File: src/rtl/mesh_term_chkr.sv
// rtl/mesh_term_chkr.sv - mesh_gnrtr exit-terminal checker with round-robin event port
// Optional: define MESH_CHK_TSTAMP_EN to add a 32-bit capture timestamp output (evt_ts).
module mesh_term_chkr #(
    parameter int         ROWS    = 4,
    parameter int         COLUMS  = 4,
    parameter int         PCKG_SZ = 40,
    parameter logic [7:0] BDCST   = 8'hFF,
    parameter int         CNT_W   = 16,
    parameter int         NTERM   = 2*ROWS + 2*COLUMS,
    localparam int        TW      = $clog2(NTERM)
) (
    input  logic                     clk,
    input  logic                     reset,
    input  logic [NTERM-1:0]         pndng,
    input  logic [NTERM*PCKG_SZ-1:0] data_out,
    output logic [NTERM-1:0]         pop,
    input  logic                     clr,
    output logic                     evt_valid,
    input  logic                     evt_ready,
    output logic [TW-1:0]            evt_term,
    output logic [PCKG_SZ-1:0]       evt_data,
    output logic                     evt_bad,
    input  logic [TW-1:0]            cnt_sel,
    output logic [CNT_W-1:0]         cnt_good,
    output logic [CNT_W-1:0]         cnt_bad,
`ifdef MESH_CHK_TSTAMP_EN
    output logic [31:0]              evt_ts,
`endif
    output logic                     bad_any
);

    // Terminal ring: top edge, left edge, bottom edge, right edge.
    function automatic logic [3:0] coord_row(input int id);
        if (id < COLUMS)               return 4'd0;
        else if (id < COLUMS+ROWS)     return 4'(id - COLUMS + 1);
        else if (id < 2*COLUMS+ROWS)   return 4'(ROWS + 1);
        else                           return 4'(id - 2*COLUMS - ROWS + 1);
    endfunction

    function automatic logic [3:0] coord_col(input int id);
        if (id < COLUMS)               return 4'(id + 1);
        else if (id < COLUMS+ROWS)     return 4'd0;
        else if (id < 2*COLUMS+ROWS)   return 4'(id - COLUMS - ROWS + 1);
        else                           return 4'(COLUMS + 1);
    endfunction

    logic [PCKG_SZ-1:0] w_word [NTERM];
    logic [NTERM-1:0]   w_bad_in;
    logic [NTERM-1:0]   w_pop;
    logic [NTERM-1:0]   w_drain;
    logic [NTERM-1:0]   r_hold_vld;
    logic [NTERM-1:0]   r_hold_bad;
    logic [PCKG_SZ-1:0] r_hold_data [NTERM];
    logic [CNT_W-1:0]   r_cnt_good [NTERM];
    logic [CNT_W-1:0]   r_cnt_bad [NTERM];
    logic [CNT_W-1:0]   r_cnt_good_q;
    logic [CNT_W-1:0]   r_cnt_bad_q;
    logic [TW-1:0]      r_ptr;
    logic [TW-1:0]      r_lock_gnt;
    logic [TW-1:0]      w_srch;
    logic [TW-1:0]      w_gnt;
    logic               r_locked;
    logic               r_bad_any;
    logic               w_evt_valid;
    logic               w_accept;
    logic               w_found;
    logic               w_sel_ok;
    int                 w_idx;

    always_comb begin
        for (int i = 0; i < NTERM; i++) begin
            w_word[i]   = data_out[i*PCKG_SZ +: PCKG_SZ];
            w_bad_in[i] = (w_word[i][PCKG_SZ-1 -: 8] != BDCST) &&
                          ((w_word[i][PCKG_SZ-9 -: 4] != coord_row(i)) ||
                           (w_word[i][PCKG_SZ-13 -: 4] != coord_col(i)));
        end
    end

    always_comb begin
        w_found = 1'b0;
        w_srch  = r_ptr;
        w_idx   = 0;
        for (int k = 0; k < NTERM; k++) begin
            w_idx = int'(r_ptr) + k;
            if (w_idx >= NTERM) w_idx = w_idx - NTERM;
            if (!w_found && r_hold_vld[w_idx]) begin
                w_found = 1'b1;
                w_srch  = TW'(w_idx);
            end
        end
        // A stalled grant stays put so the consumer sees stable outputs.
        w_gnt = r_locked ? r_lock_gnt : w_srch;
    end

    assign w_evt_valid = (|r_hold_vld) & ~reset;
    assign w_accept    = w_evt_valid & evt_ready;
    assign w_drain     = (NTERM'(1) << w_gnt) & {NTERM{w_accept}};
    assign w_pop       = pndng & {NTERM{~reset}} & (~r_hold_vld | w_drain);
    assign w_sel_ok    = ({1'b0, cnt_sel} < (TW+1)'(NTERM));

    always_ff @(posedge clk) begin
        if (reset) begin
            r_hold_vld   <= '0;
            r_ptr        <= '0;
            r_locked     <= 1'b0;
            r_lock_gnt   <= '0;
            r_bad_any    <= 1'b0;
            r_cnt_good_q <= '0;
            r_cnt_bad_q  <= '0;
            for (int i = 0; i < NTERM; i++) begin
                r_cnt_good[i] <= '0;
                r_cnt_bad[i]  <= '0;
            end
        end else begin
            for (int i = 0; i < NTERM; i++) begin
                if (w_pop[i]) begin
                    r_hold_vld[i]  <= 1'b1;
                    r_hold_data[i] <= w_word[i];
                    r_hold_bad[i]  <= w_bad_in[i];
                end else if (w_drain[i]) begin
                    r_hold_vld[i]  <= 1'b0;
                end
                // clr wins over a same-cycle capture: the word is held but not counted.
                if (clr) begin
                    r_cnt_good[i] <= '0;
                    r_cnt_bad[i]  <= '0;
                end else if (w_pop[i]) begin
                    if (w_bad_in[i]) begin
                        if (r_cnt_bad[i] != '1) r_cnt_bad[i] <= r_cnt_bad[i] + CNT_W'(1);
                    end else begin
                        if (r_cnt_good[i] != '1) r_cnt_good[i] <= r_cnt_good[i] + CNT_W'(1);
                    end
                end
            end
            if (clr)
                r_bad_any <= 1'b0;
            else if (|(w_pop & w_bad_in))
                r_bad_any <= 1'b1;
            if (w_accept)
                r_ptr <= (w_gnt == TW'(NTERM-1)) ? '0 : w_gnt + TW'(1);
            r_locked     <= w_evt_valid & ~evt_ready;
            r_lock_gnt   <= w_gnt;
            r_cnt_good_q <= w_sel_ok ? r_cnt_good[cnt_sel] : '0;
            r_cnt_bad_q  <= w_sel_ok ? r_cnt_bad[cnt_sel]  : '0;
        end
    end

`ifdef MESH_CHK_TSTAMP_EN
    logic [31:0] r_ts;
    logic [31:0] r_hold_ts [NTERM];

    always_ff @(posedge clk) begin
        if (reset) begin
            r_ts <= '0;
        end else begin
            r_ts <= r_ts + 32'd1;
            for (int i = 0; i < NTERM; i++)
                if (w_pop[i]) r_hold_ts[i] <= r_ts;
        end
    end

    assign evt_ts = r_hold_ts[w_gnt];
`endif

    assign pop       = w_pop;
    assign evt_valid = w_evt_valid;
    assign evt_term  = w_gnt;
    assign evt_data  = r_hold_data[w_gnt];
    assign evt_bad   = r_hold_bad[w_gnt];
    assign cnt_good  = r_cnt_good_q;
    assign cnt_bad   = r_cnt_bad_q;
    assign bad_any   = r_bad_any;

endmodule

File: config.mk
export PLATFORM = sky130hd
export DESIGN_NAME = mesh_term_chkr
export DESIGN_NICKNAME = d
export VERILOG_FILES = /design/src/rtl/mesh_term_chkr.sv
export SDC_FILE = /design/constraint.sdc
export NUM_CORES = 2
export LEC_CHECK = 0
export BUFFER_PORTS_ARGS = -buffer_cell sky130_fd_sc_hd__buf_2
export CAP_MARGIN = 15
export CORE_AREA = 2 2 407 247
export CTS_BUF_LIST = sky130_fd_sc_hd__clkbuf_4 sky130_fd_sc_hd__clkbuf_8 sky130_fd_sc_hd__clkbuf_16
export CTS_CLUSTER_DIAMETER = 200
export DETAILED_ROUTE_END_ITERATION = 16
export DIE_AREA = 0 0 409 249
export PLACE_DENSITY_LB_ADDON = 0.12
export RECOVER_POWER = 25
export SLEW_MARGIN = 20
export SYNTH_ARGS = -nofsm -noshare
export SYNTH_HDL_FRONTEND = slang
export SYNTH_SLANG_ARGS = --single-unit
File: constraint.sdc
create_clock -name clk -period 16.4 [get_ports clk]
set_input_delay 0.82 -clock clk [delete_from_list [all_inputs] [get_ports clk]]
set_output_delay 0.82 -clock clk [all_outputs]
set_load 0.01 [all_outputs]
=== Word-level counts from Yosys, hierarchy flattened ===
Memories as Yosys holds them, arrays and structs flattened. A register that Yosys moved wholly into a read port is not among the register bits.
Cells that the tools add are included.

* Logic and storage cells: 830
* Bits in writable memories: 1152
* Bits of input ports: 664
* Register bits after elaboration: 42
* Memories kept: 3

* Mux-type cells: 440
* Bitwise operators: 75
* $lt $le $gt $ge: 33
* Equal/unequal tests: 73
* $add $sub $neg: 64
* Reductions and logical operators: 105
* Shift operators: 1

{| class="wikitable"
|+ Memory list
! memory !! depth !! bits a word !! rd ports !! clocked after memory_dff !! write ports !! line !! source
|-
| r_hold_data || 16 || 40 || 1 || 0 || 16 || 53 || <nowiki>logic [PCKG_SZ-1:0] r_hold_data [NTERM];</nowiki>
|-
| r_cnt_bad || 16 || 16 || 17 || 1 || 16 || 55 || <nowiki>logic [CNT_W-1:0] r_cnt_bad [NTERM];</nowiki>
|-
| r_cnt_good || 16 || 16 || 17 || 1 || 16 || 54 || <nowiki>logic [CNT_W-1:0] r_cnt_good [NTERM];</nowiki>
|}

{| class="wikitable"
|+ Operators by type and width
! kind !! count
|-
| $mux W16 || 64
|-
| $add A16 B1 Y16 const B || 32
|-
| $lt A32 B6 Y1 const B || 16
|-
| $mux W32 || 16
|-
| $ne A16 B16 Y1 const B || 32
|-
| $mux W1 || 325
|-
| $ne A8 B8 Y1 const B || 16
|-
| $sub A5 B5 Y6 const B || 15
|-
| $ge A5 B5 Y1 const B || 15
|-
| $mux W4 || 18
|-
| $bmux W1 S4 || 17
|-
| $and A16 B16 Y16 || 4
|-
| $or A1 B1 Y1 || 64
|-
| $ne A4 B3 Y1 const B || 12
|-
| $add A4 B4 Y5 const B || 8
|-
| $ne A4 B2 Y1 const B || 8
|-
| $reduce_and A2 Y1 || 16
|-
| $reduce_bool A2 Y1 || 16
|-
| $reduce_bool A4 Y1 || 8
|-
| $reduce_or A16 Y1 || 2
|-
| $logic_and A1 B1 Y1 || 31
|-
| $add A4 B3 Y5 const B || 4
|-
| $logic_or A1 B1 Y1 || 16
|-
| $ne A4 B1 Y1 const B || 4
|-
| 14 further kinds || 32
|}

=== Logic depth before layout (Yosys ltp) ===
* Depth in word-level cells: 61
* Depth in mapped cells: 30

=== Worst setup path after synthesis ===
OpenSTA, ideal clock, no wires.

* Path type: register to register
* Start point: reg r_ptr[1]
* End point: reg r_hold_bad[11] (enable)
* Arrival time: 8.703 ns
* Clock period less this slack: 9.202 ns
* Setup time: 0.499 ns
* Path slack: 7.198 ns
* Cell stages (with the launch flop): 25
* Cells stage by stage: dfxtp_1 > buf_2 > buf_2 > clkbuf_1 > inv_1 > ha_1 > clkbuf_1 > buf_2 > mux4_2 > mux2_2 > mux2i_1 > nand2_1 > nor4_1 > nand2_1 > o221ai_1 > and4_1 > clkbuf_1 > nor2_4 > buf_1 > buf_1 > inv_1 > ha_1 > inv_1 > o41ai_1 > nor3b_1

* Cells in the longest elaborated chain, start to end: 57
* Elaborated cells on any way between the ends: 178
* Those cells by class: add/sub: 31; order compare: 16; shift: 1; mux: 96; bitwise: 3; reduce/logical: 31

{| class="wikitable"
|+ RTL lines
! item !! line !! source
|-
| start, declared || 58 || <nowiki>logic [TW-1:0] r_ptr;</nowiki>
|-
| start signal, assigned || 140 || <nowiki>r_ptr <= (w_gnt == TW'(NTERM-1)) ? '0 : w_gnt + TW'(1);</nowiki>
|-
| parallel branches: the longest is 50 deep, another holds $sub A5 B5 Y6 || - ||
|-
| $mux W4 * || 86 || <nowiki>if (!w_found && r_hold_vld[w_idx]) begin</nowiki>
|-
| $mux W4 * || 92 || <nowiki>w_gnt = r_locked ? r_lock_gnt : w_srch;</nowiki>
|-
| $shl A1 B4 Y16 * || 97 || <nowiki>assign w_drain = (NTERM'(1) << w_gnt) & {NTERM{w_accept}};</nowiki>
|-
| $and A16 B16 Y16 * || 97 ||
|-
| $or A16 B16 Y16 * || 98 || <nowiki>assign w_pop = pndng & {NTERM{~reset}} & (~r_hold_vld | w_drain);</nowiki>
|-
| $and A16 B16 Y16 * || 98 ||
|-
| $reduce_and A2 Y1 (no line) * || - ||
|-
| end signal, assigned by index || 119 || <nowiki>r_hold_bad[i] <= w_bad_in[i];</nowiki>
|-
| end, declared || 52 || <nowiki>logic [NTERM-1:0] r_hold_bad;</nowiki>
|}

Every way passes the cells marked *. The select of a mux whose other input is x is not followed.
A chain may end at the register's enable or synchronous reset.

=== Worst setup path in the final report ===
* Start point: reg r_ptr[1]
* End point: out evt_data[33]

* Cells in the longest elaborated chain, start to end: 53
* Elaborated cells on any way between the ends: 174
* Those cells by class: add/sub: 31; order compare: 16; mux: 96; reduce/logical: 30; memory: 1

{| class="wikitable"
|+ RTL lines
! item !! line !! source
|-
| parallel branches: the longest is 50 deep, another holds $sub A5 B5 Y6 || - ||
|-
| $mux W4 * || 86 ||
|-
| $mux W4 * || 92 ||
|-
| $mem_v2 Z16 W40 * || - ||
|-
| end, declared || 21 || <nowiki>output logic [PCKG_SZ-1:0] evt_data,</nowiki>
|}

Marked as above.

==> impl_metrics.py <==
metrics = {
    "hold_path": {
        "hold_depth": 1,
        "hold_class": "in2reg",
    },
    "grt": {
        "grt_first_pass_wirelength_um": 302000,
        "grt_pass1_vias": 41500,
        "grt_max_degree": 144,
        "met2_usage_pct": 53.6,
        "antenna_found_initial": 55,
        "globalRouteOverflowTotal": 0,
        "grt.total_usage_pct": 41.9,
        "grt_use_met1_pct": 62.7,
        "met3_usage_pct": 16.8,
        "grt.busiest_layer": "met1",
    },
    "yosys": {
        "synth_top_area_share_pct": 57.0,
        "avgSynthCellArea_um2": 13.4,
        "seq_area_frac_synth_pct": 58.9,
        "synth_edf_count": 1168,
        "syn_nets": 5303,
        "synthDistinctLibCells": 85,
        "synth-compound-area-share_pct": 2.21,
        "synth_area_um2": 61500,
        "synth_top_area_cell": "edfxtp_1",
        "ys_warn_count": 0,
        "synthXorXnorAreaFrac_pct": 6.54,
        "synth_fa_ha_area_share_pct": 0.834,
        "synthArstFlopShare_pct": 0,
        "syn_inst": 4598,
        "synth-simple-area-share_pct": 12.1,
        "synth.area.top_cells": "edfxtp_1 57%, mux2i_1 10%, mux4_2 7.0%",
        "synth_top_family_by_area": "multiplexers",
        "synth_mux_area_share_pct": 17.7,
        "ys.flop_type": "edfxtp_1",
        "ys_ff_latch": 1226,
    },
    "setup_path": {
        "worstSetupStartpoint": "r_ptr[1]",
        "ff2ff_setup_slack_ns": 7.10,
        "slowest_delay_ns": 0.84,
        "cp-end-kind": "output port",
        "cp_common_cell": "mux2i_1",
        "path_delay_family": "multiplexers",
        "path_buf_inv": 6,
        "rr_endpoint": "r_cnt_good[5][6]",
        "r2r-start": "r_ptr[1]",
        "reg2reg_depth": 17,
        "cp.arrival_ns": 10.00,
        "cp.depth": 19,
        "critPathSlowestCell": "ha_1",
        "setup.worst_path.end": "evt_data[33]",
        "crit_required_ns": 15.58,
        "critical_path_class": "reg2out",
        "crit_path_max_fanout": 54,
        "crit_path_cell_trace": "buf_4 -> inv_1 -> ha_1 -> mux4_2 -> mux2_2 -> mux2i_1 -> nand4_1 -> nor2_1 -> nor4_1 -> a221o_1 -> nor3_2 -> buf_4 -> buf_4 -> buf_4 -> mux2i_1 -> mux2i_1 -> mux2i_1 -> mux2i_1 -> buf_2",
        "start_kind": "register",
    },
    "die": {
        "ios": 759,
        "die_w_um": 409,
        "row_count": 89,
        "start_util_pct": 62.8,
        "core-area_um2": 97900,
        "die_h_um": 249,
        "fp.dieArea_um2": 102000,
    },
    "clock_network": {
        "htreeDepth": 3,
        "cts_sinks": 1226,
        "root_buffer": "clkbuf_16",
        "clkSlewWorstSetupHoldPaths_ns": 0.07,
        "cts_hold_buf": 0,
        "insertion_delay_ns": 0.77,
        "cts_resized": 0,
        "cts_buffer_depth": 3,
        "numCtsBuffers": 110,
        "cts_tree": "done",
        "cts_setup_buffers": 0,
    },
    "routing": {
        "ant_nets": 0,
        "viasPerCell": 6.61,
        "initialDrtViolationCount": 7576,
        "firstDrtPassIters": 7,
        "drc": 0,
        "drt_wl_total_um": 217000,
        "via_count": 45100,
        "wl_per_cell_um": 31.9,
    },
    "sta": {
        "layout_worst_path_cycle_share_pct": 66.0,
        "worst_pin_slew_ns": 1.27,
        "skew_ns": 0.0423,
        "setup_viol": 0,
        "fmax_mhz": 92.4,
        "fin_setup_tns_ns": 0,
        "slew_viol_final": 0,
        "rsz0062_at_grt": "false",
        "slew_headroom_pct": 15.1,
        "fin_crit_ns": 10.82,
        "hold_viol": 0,
        "fin_ws_ns": 5.58,
    },
    "final_layout": {
        "nFillCells": 6803,
        "regArea_um2": 36200,
        "area_delta_synth_final_pct": 14.5,
        "multiInputGateArea_um2": 24300,
        "finalNetCount": 6058,
        "drive_gt1_share_pct": 18.7,
    },
    "power": {
        "power_mw": 13.7,
        "ir_worst_vdd_mv": 0.451,
        "power_density_nw_per_um2": 195,
        "power.leakage_nw": 26.5,
    },
    "place": {
        "place_congestion": 1.04,
        "hpwlAfterDp_um": 165000,
        "pre_cts_ws_ns": 7.04,
        "io_buffers": 758,
    },
    "flow_run": {
        "cap_violations": 0,
    },
    "status": {
        "status": "complete, no violations",
    },
}
-- routing by layer --
metal	wire length, µm	vias to the layer above
met5	172	-
met4	10800	12
met3	36800	436
met2	85100	3618
met1	84500	22200
li1	-	18800
-- cell usage in the layout (no fill, tap or decap), types with 112 or more instances in the layout --
master and n:
xor2_1 258, xnor2_1 201, mux4_2 190, nand3_1 207
nor2_1 670, nand2_1 233, clkbuf_16 112, edfxtp_1 1168
mux2i_1 638, buf_2 481, nand4_1 123, clkbuf_1 273
-- sequential cells by signal (all words and copies together) (netlist names), 16 cells and up --
signal       cells
r_cnt_bad      256
cnt_good        16
r_hold_data    640
r_hold_vld      16
r_hold_bad      16
cnt_bad         16
r_cnt_good     256
-- cells in the mapped netlist, types with 5 or more instances --
cell,count
nor4_1,23
buf_1,54
mux2i_1,639
xnor2_1,201
a21oi_1,37
xor2_1,258
mux2_2,17
and3_1,85
nor2_1,673
a21boi_0,5
a211oi_1,7
nand2b_1,5
a311oi_1,7
o22ai_1,10
clkbuf_1,106
nor3_1,46
edfxtp_1,1168
nor2b_1,48
buf_2,19
o2111ai_1,5
or3_1,7
o21ai_0,20
o31ai_1,6
and2_1,33
nand4_1,123
nor4b_1,13
a41oi_1,7
ha_1,41
o21a_1,5
nand2_1,233
nand3_1,207
and4_1,21
inv_1,84
dfxtp_1,58
nor4bb_1,8
mux4_2,190
nor2_2,15
o31ai_2,6
a31oi_1,15
nor3b_1,11
-- stage by stage --
stage          hold WS, ns  instance area [µm²]  cells  util [%]
2_1_floorplan        0.540                61500   4598         -
3_5_place_dp         0.622                66800   6559      68.3
6_report             0.224                70400   6815      71.9
3_3_place_gp         0.605                66800   6559      68.3
5_1_grt              0.198                70400   6805      71.9
4_1_cts              0.198                70600   6767      72.1
-- how the worst min path moves through the flow --
stage                          startpoint             endpoint  slack, ns
final                       data_out[285]    r_hold_data[7][5]       0.22
after CTS                   data_out[450]  r_hold_data[11][10]       0.20
after global routing        data_out[371]   r_hold_data[9][11]       0.20
after detailed placement  r_cnt_bad[1][0]      r_cnt_bad[1][0]       0.62
after floorplan            r_hold_vld[11]       r_hold_vld[11]       0.54
after global placement    r_cnt_bad[1][0]      r_cnt_bad[1][0]       0.61
-- layout make-up --
type,count,share of cell area [%]
multi-input cells,3100,34.5
clock buffers,144,4.40
repair buffers,826,5.68
diodes,47,0.167
inverters,89,0.474
well taps,1319,2.34
flip-flops and latches,1226,51.5
clock inverters,64,0.988
-- cells by family (layout without fill, tap and decap cells) --
family          Yosys count  after routing
simple gates           1570           1570
compound gates          183            183
fa+ha+maj                41             41
xor+xnor                459            459
other cells               0             47
buf+inv                 272           1123
mux                     847            847
flops                  1226           1226
-- worst register-to-register path, delay by kind of cell, from the launching register on --
family                     cells  cell delay, ns
adders and majority gates      1            0.84
DFF                            1            0.31
buffers and inverters          4            1.61
muxes                          3            1.50
AOI/OAI and AO/OA              3            1.55
and+or+nand+nor                6            3.13
-- power by group --
part | leakage, nW | switching, mW | internal [mW]
clock | 1.88 | 1.25 | 1.49
combinational | 12.4 | 4.86 | 2.39
sequential | 12.2 | 0.146 | 3.61
total | 26.5 | 6.25 | 7.49
No activity file was read; power rests on OpenSTA's default activity.
